<file path="src/rtl/ac_ctrl.sv">
// ac_ctrl: command sequencer for the 12-bit accumulator datapath.
// Rev 1.0 - registered Moore outputs, watchdog on every external wait.
`default_nettype none

module ac_ctrl #(
  parameter int TIMEOUT = 16,
  parameter int ARG_W   = 4
) (
  input  logic             clk,
  input  logic             rst_n,
  input  logic             cmd_valid,
  input  logic [2:0]       cmd_op,
  input  logic [ARG_W-1:0] cmd_arg,
  output logic             cmd_ready,
  output logic             done,
  output logic             err,
  output logic             ac_clr_en,
  output logic             ac_inc_en,
  output logic             ac_write_en,
  output logic             ac_alu_to_ac,
  output logic             bus_sel_mem,
  output logic             bus_sel_ac,
  output logic             mem_rd_req,
  input  logic             mem_rd_ack,
  output logic             mem_wr_req,
  input  logic             mem_wr_ack,
  output logic             alu_start,
  input  logic             alu_done
);

  localparam int WD_W = (TIMEOUT < 2) ? 1 : $clog2(TIMEOUT);
  localparam logic [WD_W-1:0] WD_LAST = WD_W'(TIMEOUT - 1);

  localparam logic [2:0] OP_NOP   = 3'd0;
  localparam logic [2:0] OP_CLR   = 3'd1;
  localparam logic [2:0] OP_INC   = 3'd2;
  localparam logic [2:0] OP_LOAD  = 3'd3;
  localparam logic [2:0] OP_STORE = 3'd4;
  localparam logic [2:0] OP_ALU   = 3'd5;
  localparam logic [2:0] OP_INCN  = 3'd6;

  typedef enum logic [3:0] {
    S_IDLE, S_EXEC, S_INC_LOOP, S_RD_WAIT, S_LOAD_WR,
    S_WR_WAIT, S_ALU_START, S_ALU_WAIT, S_ALU_WB, S_DONE
  } state_t;

  state_t           state_q, state_d;
  logic [2:0]       op_q, op_d;
  logic [ARG_W-1:0] cnt_q, cnt_d;
  logic [WD_W-1:0]  wd_q, wd_d;

  logic cmd_ready_q, cmd_ready_d, done_q, done_d, err_q, err_d;
  logic ac_clr_en_q, ac_clr_en_d, ac_inc_en_q, ac_inc_en_d;
  logic ac_write_en_q, ac_write_en_d, ac_alu_to_ac_q, ac_alu_to_ac_d;
  logic bus_sel_mem_q, bus_sel_mem_d, bus_sel_ac_q, bus_sel_ac_d;
  logic mem_rd_req_q, mem_rd_req_d, mem_wr_req_q, mem_wr_req_d;
  logic alu_start_q, alu_start_d;

  always_comb begin
    state_d = state_q;
    op_d    = op_q;
    cnt_d   = cnt_q;
    wd_d    = wd_q;
    err_d   = 1'b0;
    case (state_q)
      S_IDLE: begin
        // cmd_ready_q gates acceptance so nothing is taken on the first edge after reset
        if (cmd_valid && cmd_ready_q) begin
          op_d  = cmd_op;
          cnt_d = cmd_arg;
          wd_d  = '0;
          case (cmd_op)
            OP_NOP:         state_d = S_DONE;
            OP_CLR, OP_INC: state_d = S_EXEC;
            OP_LOAD:        state_d = S_RD_WAIT;
            OP_STORE:       state_d = S_WR_WAIT;
            OP_ALU:         state_d = S_ALU_START;
            OP_INCN:        state_d = (cmd_arg == '0) ? S_DONE : S_INC_LOOP;
            default: begin
              state_d = S_DONE;
              err_d   = 1'b1;
            end
          endcase
        end
      end
      S_EXEC: state_d = S_DONE;
      S_INC_LOOP: begin
        if (cnt_q <= ARG_W'(1)) state_d = S_DONE;
        else                    cnt_d   = cnt_q - ARG_W'(1);
      end
      // In each wait state a response on the expiry edge takes priority over the timeout
      S_RD_WAIT: begin
        if (mem_rd_ack)            state_d = S_LOAD_WR;
        else if (wd_q == WD_LAST) begin
          state_d = S_DONE;
          err_d   = 1'b1;
        end else                   wd_d = wd_q + WD_W'(1);
      end
      S_LOAD_WR: state_d = S_DONE;
      S_WR_WAIT: begin
        if (mem_wr_ack)            state_d = S_DONE;
        else if (wd_q == WD_LAST) begin
          state_d = S_DONE;
          err_d   = 1'b1;
        end else                   wd_d = wd_q + WD_W'(1);
      end
      S_ALU_START: begin
        state_d = S_ALU_WAIT;
        wd_d    = '0;
      end
      S_ALU_WAIT: begin
        if (alu_done)              state_d = S_ALU_WB;
        else if (wd_q == WD_LAST) begin
          state_d = S_DONE;
          err_d   = 1'b1;
        end else                   wd_d = wd_q + WD_W'(1);
      end
      S_ALU_WB: state_d = S_DONE;
      S_DONE:   state_d = S_IDLE;
      default:  state_d = S_IDLE;
    endcase

    // Outputs are decoded from the next state so the flops line up with the state they describe
    cmd_ready_d    = (state_d == S_IDLE);
    done_d         = (state_d == S_DONE);
    ac_clr_en_d    = (state_d == S_EXEC) && (op_d == OP_CLR);
    ac_inc_en_d    = ((state_d == S_EXEC) && (op_d == OP_INC)) || (state_d == S_INC_LOOP);
    ac_write_en_d  = (state_d == S_LOAD_WR);
    bus_sel_mem_d  = (state_d == S_LOAD_WR);
    ac_alu_to_ac_d = (state_d == S_ALU_WB);
    bus_sel_ac_d   = (state_d == S_WR_WAIT);
    mem_wr_req_d   = (state_d == S_WR_WAIT);
    mem_rd_req_d   = (state_d == S_RD_WAIT);
    alu_start_d    = (state_d == S_ALU_START);
  end

  always_ff @(posedge clk or negedge rst_n) begin
    if (!rst_n) begin
      state_q        <= S_IDLE;
      op_q           <= '0;
      cnt_q          <= '0;
      wd_q           <= '0;
      cmd_ready_q    <= 1'b0;
      done_q         <= 1'b0;
      err_q          <= 1'b0;
      ac_clr_en_q    <= 1'b0;
      ac_inc_en_q    <= 1'b0;
      ac_write_en_q  <= 1'b0;
      ac_alu_to_ac_q <= 1'b0;
      bus_sel_mem_q  <= 1'b0;
      bus_sel_ac_q   <= 1'b0;
      mem_rd_req_q   <= 1'b0;
      mem_wr_req_q   <= 1'b0;
      alu_start_q    <= 1'b0;
    end else begin
      state_q        <= state_d;
      op_q           <= op_d;
      cnt_q          <= cnt_d;
      wd_q           <= wd_d;
      cmd_ready_q    <= cmd_ready_d;
      done_q         <= done_d;
      err_q          <= err_d;
      ac_clr_en_q    <= ac_clr_en_d;
      ac_inc_en_q    <= ac_inc_en_d;
      ac_write_en_q  <= ac_write_en_d;
      ac_alu_to_ac_q <= ac_alu_to_ac_d;
      bus_sel_mem_q  <= bus_sel_mem_d;
      bus_sel_ac_q   <= bus_sel_ac_d;
      mem_rd_req_q   <= mem_rd_req_d;
      mem_wr_req_q   <= mem_wr_req_d;
      alu_start_q    <= alu_start_d;
    end
  end

  assign cmd_ready    = cmd_ready_q;
  assign done         = done_q;
  assign err          = err_q;
  assign ac_clr_en    = ac_clr_en_q;
  assign ac_inc_en    = ac_inc_en_q;
  assign ac_write_en  = ac_write_en_q;
  assign ac_alu_to_ac = ac_alu_to_ac_q;
  assign bus_sel_mem  = bus_sel_mem_q;
  assign bus_sel_ac   = bus_sel_ac_q;
  assign mem_rd_req   = mem_rd_req_q;
  assign mem_wr_req   = mem_wr_req_q;
  assign alu_start    = alu_start_q;

endmodule

`default_nettype wire

</file>
<file path="config.mk">
export PLATFORM = sky130hd
export DESIGN_NAME = ac_ctrl
export DESIGN_NICKNAME = d
export VERILOG_FILES = /design/src/rtl/ac_ctrl.sv
export SDC_FILE = /design/constraint.sdc
export NUM_CORES = 1
export LEC_CHECK = 0
export CORE_ASPECT_RATIO = 0.6
export CORE_MARGIN = 2
export CORE_UTILIZATION = 56
export DETAILED_ROUTE_END_ITERATION = 8
export GPL_TIMING_DRIVEN = 0
export PLACE_DENSITY = 0.87
export SLEW_MARGIN = 20
export SYNTH_ARGS = -nofsm -noshare
export SYNTH_HDL_FRONTEND = slang
export SYNTH_SLANG_ARGS = --single-unit
export TNS_END_PERCENT = 50
</file>
<file path="constraint.sdc">
create_clock -name clk -period 4 [get_ports clk]
set_clock_uncertainty 0.15 [all_clocks]
set_input_delay 1.2 -clock clk [delete_from_list [all_inputs] [get_ports clk]]
set_output_delay 1.2 -clock clk [all_outputs]
set_load 0.05 [all_outputs]
</file>
==> key figures <==
STA
  – RSZ-0062 raised after global routing: false
  – Minimum clock period: 3110 ps
  – Post-Route Setup TNS: 0 ps
  – Final hold viol count: 0
  – Max Transition Viols Final: 0
  – Slew HR: 58.4%
  – Worst hold-check slack: 369 ps
  – Finish-stage setup viols: 0
  – Slew of the pin with the lowest slew margin: 619 ps
  – Period utilisation layout: 77.6%
  – Peak Freq: 322 MHz

Clocking
  – Clock transition at the registers of the reported paths: 80 ps
  – Worst skew pair latency: 270 ps
  – Clock buffer depth: 2
  – CTS tree: built
  – H-tree depth: 1
  – Post-CTS setup repair buffer count: 0
  – Hold buffers post-CTS: 0
  – Sink Count: 25
  – Clock root buffer: clkbuf_8
  – Post-CTS sizing: 0
  – CTS Buf Count: 3

GRT
  – Initial antenna violation count: 0
  – GRT overflow: 0
  – GRT Resource Usage Total: 25.1%
  – Largest net degree at the start of global routing: 26
  – Vias in the first global route: 1240
  – Global-route wire length before repair: 5.79 mm

Place
  – Post-DP HPWL: around 2.5 mm
  – Dpl cells: ~220
  – RD Place Congestion: 0.913
  – Number of I/O port buffers: 22

Run status
  – Status: completed

Logic synthesis
  – Cell with the most instances after synthesis: dfrtp_1
  – Top_reg_cell synth: dfrtp_1
  – Area leader, netlist: dfrtp_1
  – Ys async rst share: between 90% and 100%
  – Post-synth EDFFs: 0
  – Post-Syn Instances: around 170
  – Seq/Total Area, Yosys: 43.0%
  – FF+latch count, synth: 25
  – Mapped Area: 1450 µm²
  – Syn nets: 183
  – Post-synth cell types: 45
  – Syn Area/Cell: around 8.7 µm²
  – Synth warn: 0
  – Area contributors post-synth: dfrtp_1 43%, nand2_1 4.6%, nor2_1 4.1%
  – Post-synth top cells: 25 x dfrtp_1, 18 x nand2_1, 16 x nor2_1
  – Yosys top cell area share: 43.0%

Floorplan
  – Chip height: roughly 43 µm
  – Full die area: 3030 µm²
  – Top Ports: 25
  – CORE AREA: 2490 µm²
  – Die width: 69.8 µm
  – Std cell rows: 14
  – Initial Util: 58.5%

Critical path
  – Capturing point of the worst reg2reg path: wd_q[3]
  – Crit-path cells: clkdlybuf4s50_1, nor4_1, nor2_1, a21o_1, a2bb2oi_1, nand2_1, nor4_1
  – R2R setup slack: 1550 ps
  – Worst flop-to-flop path startpoint: wd_q[0]
  – Critical Path AT: 3130 ps
  – Crit start category: input port
  – Worst Setup Path Type: in -> reg
  – Req. time, crit path: 4020 ps
  – Critical Path End Type: flip-flop
  – Slowest cell delay on critical path: 450 ps
  – Worst R2R Path Depth: 7
  – Crit-path slowest cell: nor4_1
  – Top cell by count, worst path: nor4_1
  – Crit path max fanout: 5

Detailed routing
  – Vias post-DR: 1343
  – TritonRoute pass-1 iters: 4
  – Vias per cell: 5.97
  – DRC: 0
  – Routed wire length per instance: between 15 and 20 µm
  – WL final: 3.40 mm
  – Initial DRC Count: 154
  – ANT nets after route: 0

Power
  – Tot Pwr: 998 µW
  – PwrDens: approximately 570 nW/µm²
  – Static Leak: 0.761 nW
  – Worst VDD drop: 347 µV

Min path
  – Worst Min Path Start: op_q[2]
  – Worst hold-check path type: reg -> reg
  – Cells on Worst Hold Path: 2
  – Hold path endpoint: op_q[2]

Final layout
  – Final nets: 210
  – Diodes inserted: 0
  – Finished Layout Cells: approximately 230
  – Area growth, synth to finish: 20.7%
  – Share of cells above drive strength 1: around 6.7%

Job
  – Max-Cap Viols: 0
[logic make-up after synthesis]
| group | after synthesis | share of synthesized area, % |
|---|---|---|
| AND/OR/NAND/NOR | 73 | 26.1 |
| multiplexers | 3 | 2.24 |
| buffers and inverters | 21 | 6.45 |
| adder cells (fa/ha/maj) | 3 | 2.58 |
| flip-flops | 25 | 43.0 |
| XOR/XNOR | 1 | 0.603 |
| AO/OA/AOI/OAI | 41 | 19.0 |
[worst max-delay path, delay by kind of cell]
family | cells | cell delay, ps
compound gates | 2 | 530
simple gates | 4 | 970
buf+inv | 1 | 430
[where the power goes]
part,switching [mW],total (mW),leakage (nW),internal (mW)
Combinational,0.289,0.461,0.407,0.172
Sequential,0.0603,0.384,0.331,0.324
Clock,0.0813,0.153,0.0228,0.0714
[worst max path at each step]
| stage | startpoint | end | slack, ps | cells after the start |
|---|---|---|---|---|
| floorplan | cmd_op[1] | ac_inc_en | 1300 | 6 |
| global placement | cmd_arg[2] | ac_clr_en | 660 | 7 |
| detailed placement | cmd_arg[2] | ac_clr_en | 680 | 7 |
| CTS | cmd_arg[2] | ac_clr_en | 930 | 7 |
| global route | cmd_arg[2] | ac_clr_en | 740 | 7 |
| finish | cmd_arg[2] | ac_clr_en | 890 | 7 |
[cells in the final DEF (no fill, tap or decap), types with 2 or more instances in the layout]
cell,n
nor3b_1,4
nor4b_1,2
nor3_1,5
a21oi_1,9
ha_1,3
mux2_2,2
or3_1,3
dfrtp_1,25
buf_4,3
o21ai_0,9
nor2_1,16
clkbuf_8,3
nor2b_1,2
nor4_1,3
clkbuf_1,5
nand3_1,8
a22oi_1,2
and4_1,2
nand4_1,2
nand2_1,18
or4_1,2
buf_2,4
inv_1,10
o21ai_1,4
clkdlybuf4s50_1,21
nand3b_1,2
nand2b_1,2
a32o_1,2
o31ai_1,2
[through the flow]
| stage | cell area [µm²] | setup WS (ps) | utilization, % |
|---|---|---|---|
| finish | 1750 | 895 | 70.5 |
| global route | 1750 | 740 | 70.5 |
| CTS | 1760 | 926 | 70.7 |
| detailed placement | 1710 | 683 | 68.9 |
| global placement | 1710 | 663 | 68.9 |
| floorplan | 1450 | 1300 | - |
[metal layers]
metal  vias to the layer above  GRT usage (%)  share of wire (%)
li1                        657              -                  -
met1                       621           34.2                 47
met2                        55           37.9                 43
met3                        10           6.98                7.2
met4                         0           11.5                2.5
met5                         -              0                  0
[registers in the layout, summed over array words and instances (netlist names)]
register	flops
cmd_ready	1
ac_inc_en	1
err	1
mem_wr_req	1
wd_q	4
bus_sel_mem	1
cnt_q	4
op_q	3
done	1
state_q	4
mem_rd_req	1
alu_start	1
ac_alu_to_ac	1
ac_clr_en	1
[final cells by class]
type / count / area, µm²
multi-input cells: 121 / 734
fillers: 192 / 733
flip-flops and latches: 25 / 626
repair buffers: 22 / 215
plain buffers: 10 / 52.6
clock buffers: 4 / 45.0
inverters: 11 / 41.3
well taps: 32 / 40.0
Power figures use the tool's default switching activity.
